**config.mk**
```make
export PLATFORM = sky130hd
export DESIGN_NAME = configs_loader_flat
export DESIGN_NICKNAME = d
export VERILOG_FILES = /design/src/rtl/configs_loader_pkg.sv /design/src/rtl/configs_loader_if.sv /design/src/rtl/cfg_phase_timer.sv /design/src/rtl/configs_loader.sv /design/src/flat_wrapper.sv
export SDC_FILE = /design/constraint.sdc
export NUM_CORES = 1
export LEC_CHECK = 0
export CAP_MARGIN = 5
export CORE_UTILIZATION = 43
export DETAILED_ROUTE_END_ITERATION = 10
export GPL_TIMING_DRIVEN = 1
export PLACE_DENSITY = 0.74
export SKIP_CTS_REPAIR_TIMING = 1
export SLEW_MARGIN = 20
export SYNTH_ARGS = -nofsm -noshare
export SYNTH_HDL_FRONTEND = slang
export SYNTH_HIERARCHICAL = 1
export SYNTH_SLANG_ARGS = --single-unit
```
**constraint.sdc**
```tcl
create_clock -name clk -period 2 [get_ports clk]
set_clock_uncertainty 0.15 [all_clocks]
set_input_delay 0.3 -clock clk [delete_from_list [all_inputs] [get_ports clk]]
set_output_delay 0.3 -clock clk [all_outputs]
set_load 0.1 [all_outputs]
```
**src/rtl/configs_loader_pkg.sv**
```systemverilog
// Shared types and defaults for the configuration latch-bank loader.
// - state_e : loader FSM encoding
// - Def*    : default geometry and phase timing
// - max3    : helper used to size the shared phase down-counter
package configs_loader_pkg;

  typedef enum logic [2:0] {
    StIdle,
    StWaitWord,
    StSetup,
    StEnable,
    StHold,
    StDone
  } state_e;

  localparam int unsigned DefWordW    = 32;
  localparam int unsigned DefNumWords = 26;
  localparam int unsigned DefSetupCyc = 1;
  localparam int unsigned DefPulseCyc = 2;
  localparam int unsigned DefHoldCyc  = 1;

  function automatic int unsigned max3(input int unsigned a, input int unsigned b,
                                       input int unsigned c);
    int unsigned m;
    m = (a > b) ? a : b;
    return (m > c) ? m : c;
  endfunction

endpackage

```
**src/rtl/configs_loader_if.sv**
```systemverilog
// Bundle of the loader's control, word-stream and latch-bank signals.
// - master : upstream/controller side (drives start, abort, word stream)
// - slave  : loader side (drives ready, latch data/enables and status)
interface configs_loader_if
  import configs_loader_pkg::*;
#(
  parameter int unsigned WORD_W    = DefWordW,
  parameter int unsigned NUM_WORDS = DefNumWords
);

  logic                               io_start;
  logic                               io_abort;
  logic                               io_word_valid;
  logic                               io_word_ready;
  logic [WORD_W-1:0]                  io_word_data;
  logic [WORD_W-1:0]                  io_d_in;
  logic [NUM_WORDS-1:0]               io_configs_en;
  logic                               io_busy;
  logic                               io_done;
  logic [$clog2(NUM_WORDS+1)-1:0]     io_words_loaded;

  modport master (
    output io_start, io_abort, io_word_valid, io_word_data,
    input  io_word_ready, io_d_in, io_configs_en, io_busy, io_done, io_words_loaded
  );

  modport slave (
    input  io_start, io_abort, io_word_valid, io_word_data,
    output io_word_ready, io_d_in, io_configs_en, io_busy, io_done, io_words_loaded
  );

endinterface

```
**src/rtl/cfg_phase_timer.sv**
```systemverilog
// Loadable down-counter with a zero flag; times the SETUP, ENABLE and HOLD phases.
// - clk_i, rst_ni : clock, asynchronous active-low reset
// - load_i        : load load_val_i (takes priority over counting)
// - load_val_i    : value to load (phase length minus one)
// - zero_o        : counter is at zero, i.e. the current phase ends at the next edge
module cfg_phase_timer #(
  parameter int unsigned Width = 2
) (
  input  logic             clk_i,
  input  logic             rst_ni,
  input  logic             load_i,
  input  logic [Width-1:0] load_val_i,
  output logic             zero_o
);

  logic [Width-1:0] count_q, count_d;

  always_comb begin
    count_d = count_q;
    if (load_i) begin
      count_d = load_val_i;
    end else if (count_q != '0) begin
      count_d = count_q - Width'(1);
    end
  end

  always_ff @(posedge clk_i or negedge rst_ni) begin
    if (!rst_ni) begin
      count_q <= '0;
    end else begin
      count_q <= count_d;
    end
  end

  assign zero_o = (count_q == '0);

endmodule

```
**src/rtl/configs_loader.sv**
```systemverilog
// Write-side controller for a tile's configuration latch bank.
// Accepts NUM_WORDS words over valid/ready after a start pulse; for each word it drives
// io_d_in, waits SETUP_CYC, pulses one enable for PULSE_CYC, then holds data for HOLD_CYC.
// - clk    : clock
// - reset  : asynchronous active-low reset
// - bus_io : loader side of configs_loader_if (start/abort, word stream, latch outputs,
//            busy/done/words_loaded status)
module configs_loader
  import configs_loader_pkg::*;
#(
  parameter int unsigned WORD_W    = DefWordW,
  parameter int unsigned NUM_WORDS = DefNumWords,
  parameter int unsigned SETUP_CYC = DefSetupCyc,
  parameter int unsigned PULSE_CYC = DefPulseCyc,
  parameter int unsigned HOLD_CYC  = DefHoldCyc
) (
  input logic             clk,
  input logic             reset,
  configs_loader_if.slave bus_io
);

  localparam int unsigned CntW = $clog2(max3(SETUP_CYC, PULSE_CYC, HOLD_CYC) + 1);
  localparam int unsigned IdxW = $clog2(NUM_WORDS);
  localparam int unsigned WlW  = $clog2(NUM_WORDS + 1);

  state_e               state_q, state_d;
  logic [WORD_W-1:0]    d_in_q, d_in_d;
  logic [NUM_WORDS-1:0] en_q, en_d;
  logic [IdxW-1:0]      idx_q, idx_d;
  logic [WlW-1:0]       wl_q, wl_d;
  logic                 busy_q, busy_d;
  logic                 done_q, done_d;
  logic                 abort_pend_q, abort_pend_d;

  logic                 tmr_load;
  logic [CntW-1:0]      tmr_val;
  logic                 tmr_zero;
  logic                 abort_now;

  cfg_phase_timer #(
    .Width (CntW)
  ) u_phase_timer (
    .clk_i      (clk),
    .rst_ni     (reset),
    .load_i     (tmr_load),
    .load_val_i (tmr_val),
    .zero_o     (tmr_zero)
  );

  // Abort seen now or earlier in this word; only honoured at phase boundaries.
  assign abort_now = bus_io.io_abort | abort_pend_q;

  always_comb begin
    state_d      = state_q;
    d_in_d       = d_in_q;
    en_d         = en_q;
    idx_d        = idx_q;
    wl_d         = wl_q;
    busy_d       = busy_q;
    done_d       = 1'b0;
    abort_pend_d = abort_pend_q;
    tmr_load     = 1'b0;
    tmr_val      = '0;

    unique case (state_q)
      StIdle: begin
        if (bus_io.io_start) begin
          state_d      = StWaitWord;
          busy_d       = 1'b1;
          idx_d        = '0;
          wl_d         = '0;
          abort_pend_d = 1'b0;
        end
      end
      StWaitWord: begin
        if (bus_io.io_abort) begin
          state_d = StIdle;
          busy_d  = 1'b0;
        end else if (bus_io.io_word_valid) begin
          d_in_d   = bus_io.io_word_data;
          state_d  = StSetup;
          tmr_load = 1'b1;
          tmr_val  = CntW'(SETUP_CYC - 1);
        end
      end
      StSetup: begin
        if (bus_io.io_abort) abort_pend_d = 1'b1;
        if (tmr_zero) begin
          if (abort_now) begin
            // Word never reached the latch: drop it without counting.
            state_d      = StIdle;
            busy_d       = 1'b0;
            abort_pend_d = 1'b0;
          end else begin
            state_d     = StEnable;
            en_d        = '0;
            en_d[idx_q] = 1'b1;
            tmr_load    = 1'b1;
            tmr_val     = CntW'(PULSE_CYC - 1);
          end
        end
      end
      StEnable: begin
        if (bus_io.io_abort) abort_pend_d = 1'b1;
        if (tmr_zero) begin
          state_d  = StHold;
          en_d     = '0;
          tmr_load = 1'b1;
          tmr_val  = CntW'(HOLD_CYC - 1);
        end
      end
      StHold: begin
        if (bus_io.io_abort) abort_pend_d = 1'b1;
        if (tmr_zero) begin
          wl_d = wl_q + WlW'(1);
          // Index saturates at the last group so it can never wrap.
          if (idx_q != IdxW'(NUM_WORDS - 1)) idx_d = idx_q + IdxW'(1);
          if (abort_now) begin
            state_d      = StIdle;
            busy_d       = 1'b0;
            abort_pend_d = 1'b0;
          end else if (idx_q == IdxW'(NUM_WORDS - 1)) begin
            state_d = StDone;
            done_d  = 1'b1;
          end else begin
            state_d = StWaitWord;
          end
        end
      end
      StDone: begin
        state_d = StIdle;
        busy_d  = 1'b0;
      end
      default: begin
        state_d = StIdle;
        busy_d  = 1'b0;
        en_d    = '0;
      end
    endcase
  end

  always_ff @(posedge clk or negedge reset) begin
    if (!reset) begin
      state_q      <= StIdle;
      d_in_q       <= '0;
      en_q         <= '0;
      idx_q        <= '0;
      wl_q         <= '0;
      busy_q       <= 1'b0;
      done_q       <= 1'b0;
      abort_pend_q <= 1'b0;
    end else begin
      state_q      <= state_d;
      d_in_q       <= d_in_d;
      en_q         <= en_d;
      idx_q        <= idx_d;
      wl_q         <= wl_d;
      busy_q       <= busy_d;
      done_q       <= done_d;
      abort_pend_q <= abort_pend_d;
    end
  end

  // Latch-facing outputs come straight from flops so enables cannot glitch.
  assign bus_io.io_d_in         = d_in_q;
  assign bus_io.io_configs_en   = en_q;
  assign bus_io.io_busy         = busy_q;
  assign bus_io.io_done         = done_q;
  assign bus_io.io_words_loaded = wl_q;
  // Gated by abort so an aborted cycle can never complete a handshake.
  assign bus_io.io_word_ready   = (state_q == StWaitWord) && !bus_io.io_abort;

endmodule

```
**src/flat_wrapper.sv**
```systemverilog
// flat-port wrapper written by rule: the top's interface ports become plain ports
module configs_loader_flat import configs_loader_pkg::*;
#(
  parameter int unsigned WORD_W    = DefWordW,
  parameter int unsigned NUM_WORDS = DefNumWords,
  parameter int unsigned SETUP_CYC = DefSetupCyc,
  parameter int unsigned PULSE_CYC = DefPulseCyc,
  parameter int unsigned HOLD_CYC  = DefHoldCyc
)
  (clk, reset, bus_io_io_start, bus_io_io_abort, bus_io_io_word_valid, bus_io_io_word_data, bus_io_io_word_ready, bus_io_io_d_in, bus_io_io_configs_en, bus_io_io_busy, bus_io_io_done, bus_io_io_words_loaded);
  configs_loader_if #(.WORD_W(WORD_W), .NUM_WORDS(NUM_WORDS)) bus_io_i ();
  input logic clk;
  input logic reset;
  input wire logic [$bits(bus_io_i.io_start)-1:0] bus_io_io_start;
  input wire logic [$bits(bus_io_i.io_abort)-1:0] bus_io_io_abort;
  input wire logic [$bits(bus_io_i.io_word_valid)-1:0] bus_io_io_word_valid;
  input wire logic [$bits(bus_io_i.io_word_data)-1:0] bus_io_io_word_data;
  output wire logic [$bits(bus_io_i.io_word_ready)-1:0] bus_io_io_word_ready;
  output wire logic [$bits(bus_io_i.io_d_in)-1:0] bus_io_io_d_in;
  output wire logic [$bits(bus_io_i.io_configs_en)-1:0] bus_io_io_configs_en;
  output wire logic [$bits(bus_io_i.io_busy)-1:0] bus_io_io_busy;
  output wire logic [$bits(bus_io_i.io_done)-1:0] bus_io_io_done;
  output wire logic [$bits(bus_io_i.io_words_loaded)-1:0] bus_io_io_words_loaded;
  assign bus_io_i.io_start = bus_io_io_start;
  assign bus_io_i.io_abort = bus_io_io_abort;
  assign bus_io_i.io_word_valid = bus_io_io_word_valid;
  assign bus_io_i.io_word_data = bus_io_io_word_data;
  assign bus_io_io_word_ready = bus_io_i.io_word_ready;
  assign bus_io_io_d_in = bus_io_i.io_d_in;
  assign bus_io_io_configs_en = bus_io_i.io_configs_en;
  assign bus_io_io_busy = bus_io_i.io_busy;
  assign bus_io_io_done = bus_io_i.io_done;
  assign bus_io_io_words_loaded = bus_io_i.io_words_loaded;
  configs_loader #(.WORD_W(WORD_W), .NUM_WORDS(NUM_WORDS), .SETUP_CYC(SETUP_CYC), .PULSE_CYC(PULSE_CYC), .HOLD_CYC(HOLD_CYC)) u_core (.clk(clk), .reset(reset), .bus_io(bus_io_i));
endmodule
```
---- Yosys cells after proc, flatten, opt, wreduce, memory -nomap -nowiden ----
Index checks and enable logic that the tools add are counted.
cells by class
  $add $sub $neg .......................... 3
  order comparisons ....................... 2
  equal/unequal tests ..................... 17
  multiplexer cells ....................... 47
  bitwise logic cells ..................... 4
  reduce and logical (&&, ||, !) cells .... 18
operator list
  kind                   number
  $mux W26               3
  $pmux W26 S3           1
  $mux W3                8
  $mux W5                4
  $pmux W5 S2            2
  $mux W1                19
  $pmux W3 S5            1
  $ne A2 B1 Y1 const B   6
  $add A5 B1 Y5 const B  2
  $mux W2                5
  $reduce_and A5 Y1      2
  $reduce_and A4 Y1      2
  $eq A3 B2 Y1 const B   2
  $eq A3 B3 Y1 const B   2
  $lt A5 B6 Y1 const B   1
  $ne A2 B2 Y1 const B   3
  $pmux W1 S3            2
  $reduce_and A3 Y1      2
  $reduce_bool A2 Y1     3
  $demux W1 S5           1
  $eq A5 B5 Y1 const B   1
  $ge A5 B1 Y1 const B   1
  $ne A5 B5 Y1 const B   1
  $pmux W1 S4            1
  other kinds (13)       16
word-level totals
  register bits ........................... 76
  input port bits ......................... 37
  logic and storage cells ................. 100

---- Depth between registers and ports, before layout ----
Gate-level depths: netlist of the first run.
  word-level depth ........................ 7
  gate-level depth with buffers ........... 8

---- Cells and area by module ----
Netlist of the first run, hierarchy kept.
by module, submodules not included
  module           times used  cells an instance  area an instance (sq um)
  configs_loader   1           276                3375.7
  cfg_phase_timer  1           12                 113.9

---- Least setup slack after synthesis of the first run ----
No wires, ideal clock.
  path kind ............................... reg-to-reg
  start ................................... register u_core.state_q[0]
  end ..................................... register u_core.u_phase_timer.count_q[1]
  library setup time ...................... 0.124 ns
  data arrival time ....................... 2.700 ns
  slack ................................... -0.974 ns
  stages on the path, launching flop included .. 8
  buffers on the path ..................... 2
  cells stage by stage .................... dfrtp_1 > buf_2 > nor4b_4 > nand2_1 > buf_2 > o21ai_0 > or2b_1 > o31a_1
on the way
  word-level cells in the longest chain between the ends .. 3
  elaborated cells between the ends (all ways) .. 7
  those cells by class .................... 3 x eq/ne; 3 x mux; 1 x reduce/logical
RTL lines
  element                                               line                   source
  start: declaration                                    configs_loader.sv:26   state_e state_q, state_d;
  start signal: assignment                              configs_loader.sv:144  state_q <= StIdle;
  start signal: assignment                              configs_loader.sv:153  state_q <= state_d;
  $eq A3 B2 Y1 / $eq A3 B1 Y1 (equally long branches)   configs_loader.sv:65   unique case (state_q)
  $pmux W1 S3 *                                         configs_loader.sv:65
  named net u_core.tmr_load                             configs_loader.sv:35   logic tmr_load;
  $mux W2 / $reduce_bool A2 Y1 (equally long branches)  --
  end signal: assignment                                cfg_phase_timer.sv:31  count_q <= count_d;
  end: declaration                                      cfg_phase_timer.sv:16  logic [Width-1:0] count_q, count_d;
Mark *: on every way through the listed nets, which the timed path passes. The rest lies on a longest branch.
A chain may end at the register's enable or synchronous reset.

---- Final worst setup path of the first run ----
  start ................................... register u_core.state_q[2]
  end ..................................... output bus_io_io_word_ready
on the way
  word-level cells in the longest chain between the ends .. 2
RTL lines
  element              line                   source
  $eq A3 B1 Y1         configs_loader.sv:171  assign bus_io.io_word_ready = (state_q == StWaitWord) && !bus_io.io_abort;
  $logic_and A1 B1 Y1  configs_loader.sv:171
  end: declaration     flat_wrapper.sv:18     output wire logic [$bits(bus_io_i.io_word_ready)-1:0] bus_io_io_word_ready;
Every way passes these cells.

==> run_results.csv, run 1 <==
group,metric,value,unit
power_and_ir_drop,p_sw,4.27,mW
floorplan,start_util,44.7,%
detailed_routing,drc,0,
power_and_ir_drop,p_seq_share,26.9,%
critical_path,critPathMaxStageDelay,0.43,ns
finish,synthToLayoutAreaGrowth,44.5,%
global_routing,gr-total-overflow,0,
detailed_routing,vias,2674,
critical_path,crit_chain,"buf_4 -> nor4b_4 -> buf_4 -> buf_12",
floorplan,rows,32,
placed_design,pre_cts_ws,-0.160,ns
detailed_routing,dr.pass1.iters,4,
critical_path,crit_type,"reg -> out",
clock_network,cts_buffers,9,
synthesis,synth_edf_count,0,
clock_network,h-tree-depth,3,
synthesis,ys_seq_area_share,54.5,%
critical_path,start_kind,"flip-flop",
clock_network,cts_tree,"yes",
floorplan,dieWidth,92.1,um
power_and_ir_drop,p_leak,2.36,nW
power_and_ir_drop,power.density,1650,mW/mm2
detailed_routing,drt_iter0_drc,85,
synthesis,synth_cells,288,
finish,n_antenna_cell,0,
placed_design,hpwl,5.96,mm
finish,fillerInstances,632,
power_and_ir_drop,peakVddDrop,0.606,mV
detailed_routing,wl,8.06,mm
sta,fin_setup_tns,0,ns
power_and_ir_drop,p_int,4.04,mW
floorplan,die_area,0.00848,mm2
floorplan,die_y,92.1,um
synthesis,synth_fp_nets,331,
sta,finalCriticalPeriod,1.97,ns
sta,finalCritPeriodShare,98.5,%
clock_network,clk_pin_slew,0.08,ns
job,drv_cap,0,
placed_design,place_congestion,0.829,
sta,setup_viol,0,
run_status,status,"complete, no violations",
global_routing,antenna_found_initial,0,
finish,final_util,64.6,%
power_and_ir_drop,combPwrFrac,57.4,%
critical_path,end_kind,"output pin",
placed_design,io_buffer_count,102,
clock_network,worstSkewPairLatency,0.34,ns
synthesis,ys_types,49,
finish,nets,462,
finish,drive_gt1_share,44.2,%
critical_path,slowest_stage,"dfrtp_2",
detailed_routing,via_per_inst,5.09,
power_and_ir_drop,p_sw_share,51.3,%
critical_path,path_common_cell,"buf_4",
synthesis,synth.avg_cell_area,12.1,um2
global_routing,grt_use_total,19.8,%
clock_network,cts-root-buf,"clkbuf_8",
synthesis,ys_warn_count,6,
sta,slew_viol_final,0,
global_routing,grt_max_degree,30,
synthesis,async_flop_share,100,%
sta,rsz0062_at_grt,"yes",
sta,layout_setup_ws,0.0307,ns
floorplan,fp.coreArea,0.00781,mm2
global_routing,grt_pass1_vias,2701,
detailed_routing,wl_per_cell,15.4,um
finish,fin_cells,525,
synthesis,syn_area,0.00349,mm2
worst_hold_path,hp-class,"in -> async",
critical_path,cp.required,1.55,ns
sta,max_freq,508,MHz
clock_network,clk_path_buf_depth,2,
synthesis,synth-seq-cells,76,
critical_path,cp_max_fo,4,
placed_design,dp.cells,507,
detailed_routing,ant_nets,0,
synthesis,ys.flop_type,"dfrtp_1",
global_routing,grt_pass1_wl,13.0,mm
sta,finalHoldViolCount,0,
floorplan,io_pins,103,
clock_network,cts.sinks,76,
critical_path,critPathArrivalTime,1.52,ns
power_and_ir_drop,clkPwrFrac,15.6,%
## worst paths after layout
path	start	endpoint	slack, ns	depth (start not counted)
worst max-delay path	u_core/state_q[2]	bus_io_io_word_ready	0.03	4
worst min-delay path	reset	u_core/bus_io.io_d_in[12]	0.24	2
worst max register to register	u_core/idx_q[1]	u_core/idx_q[4]	0.08	6
worst min register to register	u_core/bus_io.io_configs_en[0]	u_core/bus_io.io_configs_en[0]	0.36	1
max in group asynchronous	reset	u_core/bus_io.io_configs_en[19]	0.95	3
min in group clk	u_core/bus_io.io_configs_en[0]	u_core/bus_io.io_configs_en[0]	0.36	1
## registers in the layout, indices dropped and copies added, names as in the netlist
name / count
u_core/abort_pend_q: 1
u_core/bus_io.io_busy: 1
u_core/bus_io.io_configs_en: 26
u_core/bus_io.io_d_in: 32
u_core/bus_io.io_done: 1
u_core/bus_io.io_words_loaded: 5
u_core/idx_q: 5
u_core/state_q: 3
u_core/u_phase_timer/count_q: 2
## cell type report
cell class | count | area (um2) | share of cell area [%]
clock buffers | 10 | 138 | 2.73
clock inverters | 5 | 85.1 | 1.69
inverters | 6 | 22.5 | 0.447
multi-input cells | 190 | 1500 | 29.8
flip-flops and latches | 76 | 1910 | 37.8
well taps | 102 | 128 | 2.53
repair buffers | 136 | 1260 | 25.0
## worst max-delay path: cells and delay by family, from the launching register on
family        cells  cell delay (ns)
buf+inv           3             0.49
flops             1             0.43
simple gates      1             0.24
## routing by layer
layer / part of all wire [%] / GRT usage (%) / vias to the layer above
li1: - / - / 1266
met1: 43 / 24.8 / 1315
met2: 50 / 32.7 / 80
met3: 5.3 / 6.05 / 13
met4: 2.1 / 6.25 / 0
met5: 0 / 0 / -
## cells by family after synthesis
kind of cell / count (synthesis) / share of synthesized area, %
AND/OR/NAND/NOR: 91 / 14.4
flip-flops: 76 / 54.5
multiplexers: 59 / 19.0
AO/OA/AOI/OAI: 28 / 5.49
buffers and inverters: 22 / 3.05
adder cells (fa/ha/maj): 7 / 2.44
XOR/XNOR: 4 / 1.00
other: 1 / 0.107
## per-stage QoR
| stage | area (um2) | hold slack (ns) | power, mW |
|---|---|---|---|
| after detailed placement | 4780 | 0.0711 | 7.03 |
| after CTS | 5010 | -0.308 | 8.34 |
| final | 5040 | 0.245 | 8.31 |
| after global routing | 5040 | 0.269 | 8.64 |
| after global placement | 4780 | 0.0748 | 6.95 |
| after floorplan | 3530 | -0.146 | 5.80 |
## cell usage in the layout, fill, tap and decap left out, drive strengths merged, types with 2 or more instances in the layout
cell           netlist  layout
o21ai                6       6
and2                 3       3
nand3                4       4
nor4b                3       3
nand4                4       4
nand2               14      14
nor4                 2       2
inv                  6       7
mux2                59      59
o31ai                2       2
dfrtp               76      76
o22ai                2       2
a21oi                6       6
bufinv               0       2
a22o                 2       2
nand3b               4       4
buf                 11     100
clkdlybuf4s50        0      35
nor2                37      37
a21o                 2       2
nor3                 2       2
clkbuf               5      10
xor2                 4       4
ha                   6       6
nand2b               7       7
## cell usage after synthesis (3+ instances only)
cell / instances / area, um2
dfrtp_1: 76 / 1900
mux2_2: 59 / 664
nor2_1: 36 / 135
nand2_1: 14 / 52.6
buf_2: 7 / 35.0
nand2b_1: 7 / 43.8
a21oi_1: 6 / 30.0
ha_1: 6 / 75.1
inv_1: 6 / 22.5
o21ai_0: 6 / 30.0
clkbuf_1: 5 / 18.8
nand3_1: 4 / 20.0
nand3b_1: 4 / 30.0
nand4_1: 4 / 25.0
xor2_1: 4 / 35.0
and2_1: 3 / 18.8
## power groups by stage
| stage | Combinational [mW] | Sequential (mW) | Clock (mW) |
|---|---|---|---|
| after global routing | 4.95 | 2.30 | 1.39 |
| after CTS | 4.76 | 2.24 | 1.33 |
| final | 4.77 | 2.24 | 1.30 |
| after floorplan | 1.08 | 4.72 | 0 |
| after detailed placement | 4.76 | 2.27 | 0 |
| after global placement | 4.72 | 2.24 | 0 |
(Power assumes the default switching activity.)
==> inputs of run 2 (changes only) <==
- CORE_ASPECT_RATIO: unset -> 0.75
==> run_results.csv, run 2 (synthesized netlist as in run 1, its figures left out) <==
group,metric,value,unit
detailed_routing,wl_per_cell,14.9,um
sta,slew_viol_final,0,
detailed_routing,drt_iter0_drc,91,
floorplan,die_area,0.00848,mm2
finish,final_cell_mix,"buf_4 (91), dfrtp_1 (73), mux2_2 (59)",
critical_path,reg2reg_from,"u_core/u_phase_timer/count_q[0]",
finish,nets,463,
critical_path,reg2reg_to,"u_core/idx_q[3]",
job,drv_cap,0,
clock_network,clk_path_buf_depth,2,
run_status,status,"complete, no violations",
critical_path,crit_type,"reg -> out",
detailed_routing,dr.pass1.iters,6,
sta,finalHoldViolCount,0,
clock_network,h-tree-depth,3,
detailed_routing,drc,0,
placed_design,io_buffer_count,102,
sta,max_freq,512,MHz
floorplan,io_pins,103,
sta,finalCriticalPeriod,1.95,ns
floorplan,die_y,80.0,um
finish,drive_gt1_share,44.1,%
sta,fin_setup_tns,0,ns
critical_path,rr_worst_depth,6,
clock_network,clk_pin_slew,0.08,ns
clock_network,cts_buffers,9,
floorplan,dieWidth,106,um
detailed_routing,wl,7.86,mm
power_and_ir_drop,power.density,1670,mW/mm2
worst_hold_path,hp-class,"in -> async",
sta,setup_viol,0,
power_and_ir_drop,fin_total_pwr,8.44,mW
detailed_routing,via_per_inst,4.99,
critical_path,cp_max_fo,10,
critical_path,rrSetupSlack,0.10,ns
finish,synthToLayoutAreaGrowth,44.5,%
floorplan,rows,28,
critical_path,start_kind,"flip-flop",
floorplan,start_util,44.3,%
power_and_ir_drop,peakVddDrop,1.60,mV
sta,finalCritPeriodShare,97.7,%
global_routing,gr-total-overflow,0,
global_routing,antenna_found_initial,0,
global_routing,grt_max_degree,44,
clock_network,worstSkewPairLatency,0.33,ns
clock_network,cts_tree,"yes",
critical_path,end_kind,"output pin",
clock_network,cts-root-buf,"clkbuf_8",
finish,fillerInstances,625,
placed_design,place_congestion,0.851,
finish,n_antenna_cell,0,
global_routing,grt_use_total,18.9,%
finish,mostFrequentLayoutCell,"buf_4",
global_routing,grt_pass1_wl,12.5,mm
floorplan,fp.coreArea,0.00788,mm2
power_and_ir_drop,p_leak,2.37,nW
global_routing,grt_pass1_vias,2505,
finish,largest_reg_flops,32,
clock_network,cts.sinks,76,
critical_path,cp.required,1.55,ns
finish,multi_input_area,0.00150,mm2
placed_design,hpwl,5.57,mm
detailed_routing,ant_nets,0,
critical_path,critPathArrivalTime,1.50,ns
finish,regArea,0.00191,mm2
detailed_routing,vias,2640,
==> run 2: area by class of cell <==
type	instances	share of cell area, %
inverters	6	0.447
well taps	105	2.61
clock inverters	5	1.99
flip-flops and latches	76	37.8
multi-input cells	190	29.8
clock buffers	10	2.73
repair buffers	137	24.7
==> run 2: stage by stage <==
step	area (um2)	hold WS (ns)	utilization (%)	std cells	setup WS, ns
3_5_place_dp	4730	0.126	60.0	506	-0.115
5_1_grt	5040	0.334	64.0	529	-0.00986
2_1_floorplan	3530	-0.146	-	288	-0.727
4_1_cts	4970	-0.252	63.0	521	-0.137
3_3_place_gp	4730	0.124	60.0	506	-0.0993
6_report	5040	0.296	64.0	529	0.0453
==> run 2: worst max path at each step <==
stage,from,end,slack (ns),cells past startpoint
global placement,bus_io_io_abort,u_core/bus_io.io_configs_en[19],-0.1,6
floorplan,u_core/state_q[0],u_core/u_phase_timer/count_q[1],-0.73,7
finish,u_core/state_q[1],bus_io_io_word_ready,0.05,3
CTS,u_core/state_q[0],bus_io_io_word_ready,-0.14,3
global route,u_core/state_q[0],bus_io_io_word_ready,-0.01,3
detailed placement,u_core/state_q[1],u_core/bus_io.io_configs_en[24],-0.12,4
==> run 2: metal layers <==
metal | track usage, % | share of wire, %
met1 | 25.5 | 48
met2 | 30.3 | 46
met3 | 4.82 | 6.0
met4 | 5.14 | 0.20
met5 | 0 | 0
==> run 2: critical path, cell delays in order (launching register included) <==
cell     delay (ns)
dfrtp_2        0.50
nor4b_4        0.32
buf_4          0.18
buf_12         0.17
==> run 2: power breakdown <==
part / total, mW / internal, mW / leakage (nW) / switching (mW)
Clock: 1.38 / 0.852 / 0.122 / 0.530
Combinational: 4.81 / 1.39 / 1.26 / 3.42
Sequential: 2.25 / 1.95 / 0.982 / 0.300
